File: src/rtl/fp3_sum_ctrl.sv
// fp3_sum_ctrl: x0 +/- x1 +/- x2 via two serial align/add/normalise
// passes over one shared datapath, valid/ready on both sides.
module fp3_sum_ctrl #(
  parameter int MW = 24,
  parameter int EW = 8
) (
  input  logic          clk,
  input  logic          rst_n,
  input  logic          in_valid,
  output logic          in_ready,
  input  logic          a_s,
  input  logic          b_s,
  input  logic          c_s,
  input  logic [EW-1:0] a_e,
  input  logic [EW-1:0] b_e,
  input  logic [EW-1:0] c_e,
  input  logic [MW-1:0] a_m,
  input  logic [MW-1:0] b_m,
  input  logic [MW-1:0] c_m,
  input  logic          neg_b,
  input  logic          neg_c,
  output logic          out_valid,
  input  logic          out_ready,
  output logic          r_s,
  output logic [EW-1:0] r_e,
  output logic [MW-1:0] r_m,
  output logic          r_ovf
);

  typedef enum logic [2:0] {
    IDLE, ALIGN1, ADD1, NORM1,
    ALIGN2, ADD2, NORM2, DONE
  } state_e;

  localparam logic [EW-1:0] EPRE =
    {{(EW-1){1'b1}}, 1'b0};

  state_e state_q, state_d;
  logic rdy_q;
  logic acc_s_q, acc_s_d;
  logic [EW-1:0] acc_e_q, acc_e_d;
  logic [MW:0] acc_m_q, acc_m_d;
  logic op_s_q, op_s_d;
  logic [EW-1:0] op_e_q, op_e_d;
  logic [MW-1:0] op_m_q, op_m_d;
  logic c_s_q, c_s_d;
  logic [EW-1:0] c_e_q, c_e_d;
  logic [MW-1:0] c_m_q, c_m_d;
  logic ovf_q, ovf_d;
  logic ov_q, ov_d;
  logic rs_q, rs_d;
  logic [EW-1:0] re_q, re_d;
  logic [MW-1:0] rm_q, rm_d;
  logic rovf_q, rovf_d;

  logic a_big;
  logic [EW-1:0] diff;
  logic [MW-1:0] am, small_m, sh_m;
  state_e nx;

  always_comb begin
    state_d = state_q;
    acc_s_d = acc_s_q;
    acc_e_d = acc_e_q;
    acc_m_d = acc_m_q;
    op_s_d  = op_s_q;
    op_e_d  = op_e_q;
    op_m_d  = op_m_q;
    c_s_d   = c_s_q;
    c_e_d   = c_e_q;
    c_m_d   = c_m_q;
    ovf_d   = ovf_q;
    ov_d    = ov_q;
    rs_d    = rs_q;
    re_d    = re_q;
    rm_d    = rm_q;
    rovf_d  = rovf_q;
    am      = acc_m_q[MW-1:0];
    a_big   = acc_e_q >= op_e_q;
    diff    = a_big ? acc_e_q - op_e_q
                    : op_e_q - acc_e_q;
    small_m = a_big ? op_m_q : am;
    sh_m    = (int'(diff) >= MW) ? '0
                                 : small_m >> diff;
    nx      = (state_q == NORM1) ? ALIGN2 : DONE;
    unique case (state_q)
      IDLE: begin
        if (in_valid && rdy_q) begin
          acc_s_d = a_s;
          acc_e_d = a_e;
          acc_m_d = {1'b0, a_m};
          op_s_d  = b_s ^ neg_b;
          op_e_d  = b_e;
          op_m_d  = b_m;
          c_s_d   = c_s ^ neg_c;
          c_e_d   = c_e;
          c_m_d   = c_m;
          ovf_d   = 1'b0;
          state_d = ALIGN1;
        end
      end
      ALIGN1, ALIGN2: begin
        acc_e_d = a_big ? acc_e_q : op_e_q;
        if (a_big) op_m_d = sh_m;
        else acc_m_d = {1'b0, sh_m};
        state_d = (state_q == ALIGN1) ? ADD1 : ADD2;
      end
      ADD1, ADD2: begin
        if (acc_s_q == op_s_q) begin
          acc_m_d = {1'b0, am} + {1'b0, op_m_q};
        end else if (am > op_m_q) begin
          acc_m_d = {1'b0, am - op_m_q};
        end else if (op_m_q > am) begin
          acc_m_d = {1'b0, op_m_q - am};
          acc_s_d = op_s_q;
        end else begin
          acc_m_d = '0;
          acc_s_d = 1'b0;
        end
        // second pass adds x2 to the pass-1 result
        if (state_q == ADD1) begin
          op_s_d = c_s_q;
          op_e_d = c_e_q;
          op_m_d = c_m_q;
        end
        state_d = (state_q == ADD1) ? NORM1 : NORM2;
      end
      NORM1, NORM2: begin
        if (acc_m_q == '0) begin
          acc_e_d = '0;
          acc_s_d = 1'b0;
          state_d = nx;
        end else if (acc_m_q[MW]) begin
          acc_m_d = acc_m_q >> 1;
          acc_e_d = acc_e_q + EW'(1);
          if (acc_e_q == EPRE) ovf_d = 1'b1;
          state_d = nx;
        end else if (acc_m_q[MW-1]) begin
          state_d = nx;
        end else if (acc_e_q == '0) begin
          acc_m_d = '0;
          acc_s_d = 1'b0;
          state_d = nx;
        end else begin
          acc_m_d = acc_m_q << 1;
          acc_e_d = acc_e_q - EW'(1);
        end
      end
      DONE: begin
        if (!ov_q) begin
          ov_d   = 1'b1;
          rs_d   = acc_s_q;
          rovf_d = ovf_q;
          re_d   = ovf_q ? '1 : acc_e_q;
          rm_d   = ovf_q ? '1 : acc_m_q[MW-1:0];
        end else if (out_ready) begin
          ov_d    = 1'b0;
          state_d = IDLE;
        end
      end
      default: state_d = IDLE;
    endcase
  end

  always_ff @(posedge clk or negedge rst_n) begin
    if (!rst_n) begin
      state_q <= IDLE;
      rdy_q   <= 1'b0;
      acc_s_q <= 1'b0;
      acc_e_q <= '0;
      acc_m_q <= '0;
      op_s_q  <= 1'b0;
      op_e_q  <= '0;
      op_m_q  <= '0;
      c_s_q   <= 1'b0;
      c_e_q   <= '0;
      c_m_q   <= '0;
      ovf_q   <= 1'b0;
      ov_q    <= 1'b0;
      rs_q    <= 1'b0;
      re_q    <= '0;
      rm_q    <= '0;
      rovf_q  <= 1'b0;
    end else begin
      state_q <= state_d;
      rdy_q   <= 1'b1;
      acc_s_q <= acc_s_d;
      acc_e_q <= acc_e_d;
      acc_m_q <= acc_m_d;
      op_s_q  <= op_s_d;
      op_e_q  <= op_e_d;
      op_m_q  <= op_m_d;
      c_s_q   <= c_s_d;
      c_e_q   <= c_e_d;
      c_m_q   <= c_m_d;
      ovf_q   <= ovf_d;
      ov_q    <= ov_d;
      rs_q    <= rs_d;
      re_q    <= re_d;
      rm_q    <= rm_d;
      rovf_q  <= rovf_d;
    end
  end

  assign in_ready  = rdy_q && (state_q == IDLE);
  assign out_valid = ov_q;
  assign r_s       = rs_q;
  assign r_e       = re_q;
  assign r_m       = rm_q;
  assign r_ovf     = rovf_q;

endmodule

File: config.mk
export PLATFORM = sky130hd
export DESIGN_NAME = fp3_sum_ctrl
export DESIGN_NICKNAME = d
export VERILOG_FILES = /design/src/rtl/fp3_sum_ctrl.sv
export SDC_FILE = /design/constraint.sdc
export NUM_CORES = 1
export LEC_CHECK = 0
export ABC_AREA = 1
export BUFFER_PORTS_ARGS = -buffer_cell sky130_fd_sc_hd__buf_2
export CORE_MARGIN = 2
export CORE_UTILIZATION = 39
export CTS_BUF_LIST = sky130_fd_sc_hd__clkbuf_16
export DETAILED_ROUTE_END_ITERATION = 12
export PLACE_DENSITY = 0.58
export SYNTH_ARGS = -nofsm -noshare
export SYNTH_HDL_FRONTEND = slang
export SYNTH_SLANG_ARGS = --single-unit
export TNS_END_PERCENT = 100
File: constraint.sdc
create_clock -name clk -period 4 [get_ports clk]
set_input_delay 0.4 -clock clk [delete_from_list [all_inputs] [get_ports clk]]
set_output_delay 0.4 -clock clk [all_outputs]
set_load 0.03 [all_outputs]
==> results of run 1 <==
## cell usage after synthesis, drive strengths merged, types with 18 or more instances
library cell	number
nand2	609
inv	236
nand3	230
nor2	196
a21oi	191
o21ai	141
dfrtp	140
ha	97
buf	60
clkbuf	42
xor2	38
a31oi	30
nand4	27
a221oi	19
o211ai	18
## sequential cells by signal, summed over array words and instances (netlist names), 3 cells and up
signal / cells
r_e: 8
c_e_q: 8
c_m_q: 24
acc_m_q: 25
op_e_q: 8
acc_e_q: 8
op_m_q: 24
state_q: 3
r_m: 24
## metal layers
layer | track usage | vias up | wire length [um]
li1 | - | 7629 | -
met1 | 0.457 | 7532 | 27700
met2 | 0.491 | 763 | 26600
met3 | 0.0539 | 100 | 5000
met4 | 0.139 | 2 | 2840
met5 | 0 | - | 13
## placed cells by master (no fill, tap or decap), types with 14 or more instances in the layout
cell type,Yosys,layout
clkbuf_16,0,17
a31oi_1,30,30
nand3_1,228,228
nor3_1,14,14
a21oi_1,189,189
o211ai_1,18,18
nand2_1,605,605
dfrtp_1,140,140
o21ai_0,128,127
xor2_1,38,38
ha_1,97,97
a221oi_1,19,19
buf_4,9,109
nor2_1,186,184
inv_1,232,233
buf_2,43,139
nand4_1,26,26
## per-stage QoR
stage,instance area (um^2),worst slack (ns)
finish,16300,0.389
global route,16300,0.0387
CTS,16200,0.222
detailed placement,15600,0.238
global placement,15600,0.231
floorplan,14000,1.20
## worst paths after layout
kind                                   startpoint                endpoint  slack [ns]  cells after the start
setup / recovery           acc_e_q[0]$_DFFE_PN0P_  acc_m_q[1]$_DFFE_PN0P_        0.39                     20
hold / removal                              rst_n      r_e[3]$_DFFE_PN0P_       -0.01                      1
setup reg to reg           acc_e_q[0]$_DFFE_PN0P_  acc_m_q[1]$_DFFE_PN0P_        0.39                     20
hold reg to reg              c_e_q[1]$_DFFE_PN0P_    c_e_q[1]$_DFFE_PN0P_        0.47                      2
max in group asynchronous                   rst_n  acc_m_q[8]$_DFFE_PN0P_        3.03                      2
min in group clk                           c_e[2]    c_e_q[2]$_DFFE_PN0P_        0.14                      3
## worst register-to-register path, cell delays in order, from the launching register on
cell and delay, ns:
dfrtp_1 0.42, inv_1 0.18, ha_1 0.17, inv_1 0.06, fa_1 0.42, nand3_1 0.09, nand3_1 0.11, nand2_1 0.11
nand3_2 0.19, buf_6 0.27, o21ai_0 0.40, nand3_1 0.15, nand3_1 0.13, nand3_1 0.11, nand2_1 0.16, nand2_1 0.07
nand2_1 0.10, nand2_1 0.19, nand2_1 0.12, nand2_1 0.05, nand2_1 0.06
## what timing repair did
item / 4_1_cts / 5_1_grt
buffers inserted: 0 / 1
setup endpoints to repair: 0 / 21
hold buffers: 0 / 0
resized for setup: 0 / 4
hold endpoints to repair: 0 / 0
## cell families after synthesis
group,count (synthesis),synth area share
buffers and inverters,345,0.103
AOI/OAI and AO/OA,467,0.193
DFF,140,0.250
other,1,0.000268
and+or+nand+nor,1094,0.330
adders and majority gates,103,0.0953
xor gates and xnor gates,45,0.0282
## layout make-up
class	count	area share
multi-input cells	1711	0.559
well taps	461	0.0355
clock buffers	17	0.0262
repair buffers	252	0.0969
inverters	243	0.0563
diodes	1	0.000154
flip-flops and latches	140	0.215
clock inverters	15	0.0106
==> flow_summary.toml, run 1 <==
[worst_setup_path]
crit_type = "flop to flop"
path_delay_family = "simple AND/OR/NAND/NOR gates"
path_cells = "inv_1 > ha_1 > inv_1 > fa_1 > nand3_1 > nand3_1 > nand2_1 > nand3_2 > buf_6 > o21ai_0 > nand3_1 > nand3_1 > nand3_1 > nand2_1 > nand2_1 > nand2_1 > nand2_1 > nand2_1 > nand2_1 > nand2_1"
path_common_cell = "nand2_1"
end_kind = "flop"
crit_path_max_fanout = 48
slowest_delay_ns = 0.42
crit_buf_inv = 3
cp-start-kind = "flop"
slowest_stage = "dfrtp_1"
critPathRequiredTime_ns = 4.40
worstPathArrival_ns = 4.01

[die]
die_area_mm2 = 0.0374
row_count = 69
ios = 141
die_y_um = 193
initial_core_util = 0.395
die_w_um = 193
coreArea_mm2 = 0.0355

[placed_design]
dp_hpwl_um = 50200
portBuffers = 140
globalplace.congestion = 0.997
dp.cells = 2805

[layout]
final_nets = 2573
finalNonFillerCells = 2840
multiInputGateArea_mm2 = 0.00909
areaGrowthSynthToFinish_pct = 16.2
final_util = 0.458
drive_gt1_frac = 0.133
nFillCells = 3847
regArea_mm2 = 0.00350

[grt]
grt.total_usage = 0.325
grt_overflow = 0
grt_pass1_wl_um = 93000
grt_max_degree = 80
antenna_found_initial = 2
grt_pass1_vias = 15200

[clock_tree]
clock-sinks = 140
cts_buffers = 17
clock_latency_ns = 0.46
clk_pin_slew_worst_paths_ns = 0.07
cts-htree-levels = 4
root_buffer = "clkbuf_16"
cts_tree = "done"
cts_max_path_buffers = 2

[job]
maxCapViolCount = 0

[synth]
ys_types = 55
ys_seq_area_frac = 0.250
synth_nets = 2403
synth.avg_cell_area_um2 = 6.38
synth_seq_cells = 140
async_flop_share = 1.00
synth.largest_area_cell = "dfrtp_1"
synthTopCellsByArea = "dfrtp_1 (25%), nand2_1 (16%), ha_1 (8.7%), nand3_1 (8.2%), a21oi_1 (6.8%)"
synth_top_area_frac = 0.250
netlist_instances = 2195
syn-cell-area_mm2 = 0.0140
synth-edff-count = 0
synth_top_flop_cell = "dfrtp_1"
yosys_warnings = 0

[detailed_routing]
drtAntennaViolNets = 0
routed-via-count = 16000
drc = 0
routed_wl_um = 62200
drt_iter0_markers = 1728
firstDrtPassIters = 6
viasPerCell = 5.64
detail_route.wl_per_cell_um = 21.9

[timing]
min_period_over_period = 0.903
fin_worst_skew_ns = 0.0172
setup_viol = 0
tns_ns = 0
fmax_ghz = 0.277
tightestPinTransition_ns = 1.16
rsz0062_at_grt = "no"
min_period_ns = 3.61
holdWs_ns = -0.0101
slew_viol_final = 0
relSlewSlack = 0.224
finalHoldViolCount = 28

[outcome]
status = "finished, violations left"
violations = "negative hold slack"

[worst_hold_path]
hold_path.class = "input pin to async pin"
Power of run 1 is left out: the tool's default activity adds up to more than one toggle a clock period on the data nets, which glitch-free logic cannot reach.
==> inputs of run 2 (changes only) <==
--- a/config.mk
+++ b/config.mk
@@ -8,10 +8,10 @@
 export ABC_AREA = 1
 export BUFFER_PORTS_ARGS = -buffer_cell sky130_fd_sc_hd__buf_2
 export CORE_MARGIN = 2
-export CORE_UTILIZATION = 39
+export CORE_UTILIZATION = 42
 export CTS_BUF_LIST = sky130_fd_sc_hd__clkbuf_16
 export DETAILED_ROUTE_END_ITERATION = 12
-export PLACE_DENSITY = 0.58
+export PLACE_DENSITY = 0.61
 export SYNTH_ARGS = -nofsm -noshare
 export SYNTH_HDL_FRONTEND = slang
 export SYNTH_SLANG_ARGS = --single-unit
==> run 2 against run 1 <==
Effect of this change: the flow now finishes without violations; via count fell by 0.52%; utilization rose by 3.0 points; first-iteration DRC count rose by 7.2%; non-clock buffer count fell by 32; cell count fell by 1.9%; die area fell by 7.0%; worst setup slack improved by 0.014 ns; global-route usage rose by 0.41 points; register-to-register slack barely moved; wire length fell by 7.0%; critical endpoint unchanged; largest cell class unchanged.
==> flow_summary.toml, run 2 (synthesis gave the netlist of run 1 again) <==
[timing]
tns_ns = 0
min_period_over_period = 0.899
finalHoldViolCount = 0
min_period_ns = 3.60
fin_worst_skew_ns = 0.0152
slew_viol_final = 0
setup_viol = 0
fmax_ghz = 0.278
tightestPinTransition_ns = 1.22
rsz0062_at_grt = "no"
relSlewSlack = 0.174

[clock_tree]
postCtsSetupRepairBufs = 0
clk_pin_slew_worst_paths_ns = 0.07
cts_buffers = 17
cts_max_path_buffers = 2
clock_latency_ns = 0.45
clock-sinks = 140
cts_resized = 0
cts-htree-levels = 4
root_buffer = "clkbuf_16"
cts_tree = "done"

[die]
die_w_um = 187
die_y_um = 187
ios = 141
coreArea_mm2 = 0.0327
row_count = 66
die_area_mm2 = 0.0348
initial_core_util = 0.428

[worst_setup_path]
worstPathArrival_ns = 3.99
critPathRequiredTime_ns = 4.39
path_delay_family = "simple AND/OR/NAND/NOR gates"
path_cells = "inv_1 > ha_1 > inv_1 > fa_1 > nand3_1 > nand3_1 > nand2_1 > nand3_2 > buf_4 > nand3_1 > nand2_2 > nor2_8 > buf_4 > nand3_1 > nand3_1 > nand3_1 > nand3_1 > nand2_1 > nand2_1 > nand2_1 > nand2_1 > nand2_1 > nand2_1"
crit_path_max_fanout = 25
crit_type = "flop to flop"
end_kind = "flop"
cp-start-kind = "flop"
slowest_stage = "dfrtp_1"
slowest_delay_ns = 0.43
crit_buf_inv = 4

[layout]
nFillCells = 3522
multiInputGateArea_mm2 = 0.00908
areaGrowthSynthToFinish_pct = 14.1
largest_register_ffs = 25
regArea_mm2 = 0.00350
final_common_cell = "nand2_1"
drive_gt1_frac = 0.121
top_register = "acc_m_q"
layout_common_cells = "nand2_1 (605), inv_1 (232), nand3_1 (228), a21oi_1 (189), nor2_1 (184)"
final_nets = 2540

[job]
maxCapViolCount = 0

[placed_design]
portBuffers = 140
globalplace.congestion = 1.01
dp_hpwl_um = 46500

[grt]
grt_pass1_vias = 15100
grt_pass1_wl_um = 88200
grt.total_usage = 0.329
grt_overflow = 0
antenna_found_initial = 2
grt_max_degree = 73

[detailed_routing]
drtAntennaViolNets = 0
drc = 0
routed_wl_um = 57800
drt_iter0_markers = 1853
viasPerCell = 5.72
routed-via-count = 15900
detail_route.wl_per_cell_um = 20.7
firstDrtPassIters = 6

[worst_hold_path]
hold_path.class = "input pin to flop"

[outcome]
status = "finished clean"
==> run 2: cell types whose count changed in the layout (fill, tap and decap cells not counted), sizes merged <==
| cell | delta |
|---|---|
| buf | -33 |
| clkinv | +2 |
| inv | -2 |
| bufinv | -1 |
| dlygate4sd3 | +1 |
| nor2 | -1 |
==> run 2: timing repair <==
action,in CTS,in global routing
hold endpoints to repair,23,0
hold buffers,1,0
endpoints found under the setup margin,0,0
==> run 2: through the flow <==
stage	util	std cells	hold WS [ns]	setup slack, ns	instance area [um^2]
final	0.488	2787	0.145	0.403	16000
after global routing	0.488	2787	0.150	0.0990	16000
after CTS	0.488	2786	0.133	0.477	16000
after detailed placement	0.471	2754	0.459	0.491	15400
after global placement	0.471	2754	0.453	0.560	15400
after floorplan	-	2195	0.104	1.20	14000
==> run 2: layout make-up <==
class                   instances  share of cell area
clock inverters                14             0.00909
multi-input cells            1710               0.569
well taps                     442              0.0346
clock buffers                  17              0.0266
diodes                          1            0.000157
flip-flops and latches        140               0.219
inverters                     243              0.0572
repair buffers                220              0.0844
==> run 2: worst register-to-register path, cell delays in order, from the launching register on <==
cell and delay [ns]:
dfrtp_1 0.43, inv_1 0.20, ha_1 0.17, inv_1 0.05, fa_1 0.42, nand3_1 0.09
nand3_1 0.11, nand2_1 0.11, nand3_2 0.12, buf_4 0.17, nand3_1 0.11, nand2_2 0.10
nor2_8 0.30, buf_4 0.24, nand3_1 0.11, nand3_1 0.13, nand3_1 0.10, nand3_1 0.11
nand2_1 0.06, nand2_1 0.05, nand2_1 0.15, nand2_1 0.10, nand2_1 0.05, nand2_1 0.05
==> run 2: routing by layer <==
metal  track usage  up-vias  routed length, um
met1         0.466     7478              25800
met4         0.143        2               2550
li1              -     7561                  -
met2         0.497      792              24600
met3        0.0493      109               4800
met5             0        -                 12
==> run 2: path summary, 6_finish.rpt <==
kind,start,to,slack [ns],cells past startpoint
max,acc_e_q[0]$_DFFE_PN0P_,acc_m_q[1]$_DFFE_PN0P_,0.40,23
min,c_e[2],c_e_q[2]$_DFFE_PN0P_,0.14,3
max reg2reg,acc_e_q[0]$_DFFE_PN0P_,acc_m_q[1]$_DFFE_PN0P_,0.40,23
min reg2reg,c_e_q[0]$_DFFE_PN0P_,c_e_q[0]$_DFFE_PN0P_,0.47,2
max in group asynchronous,rst_n,op_m_q[21]$_DFFE_PN0P_,2.62,3
min in group asynchronous,rst_n,op_e_q[6]$_DFFE_PN0P_,0.54,2
Power of run 2 is left out for the same reason.
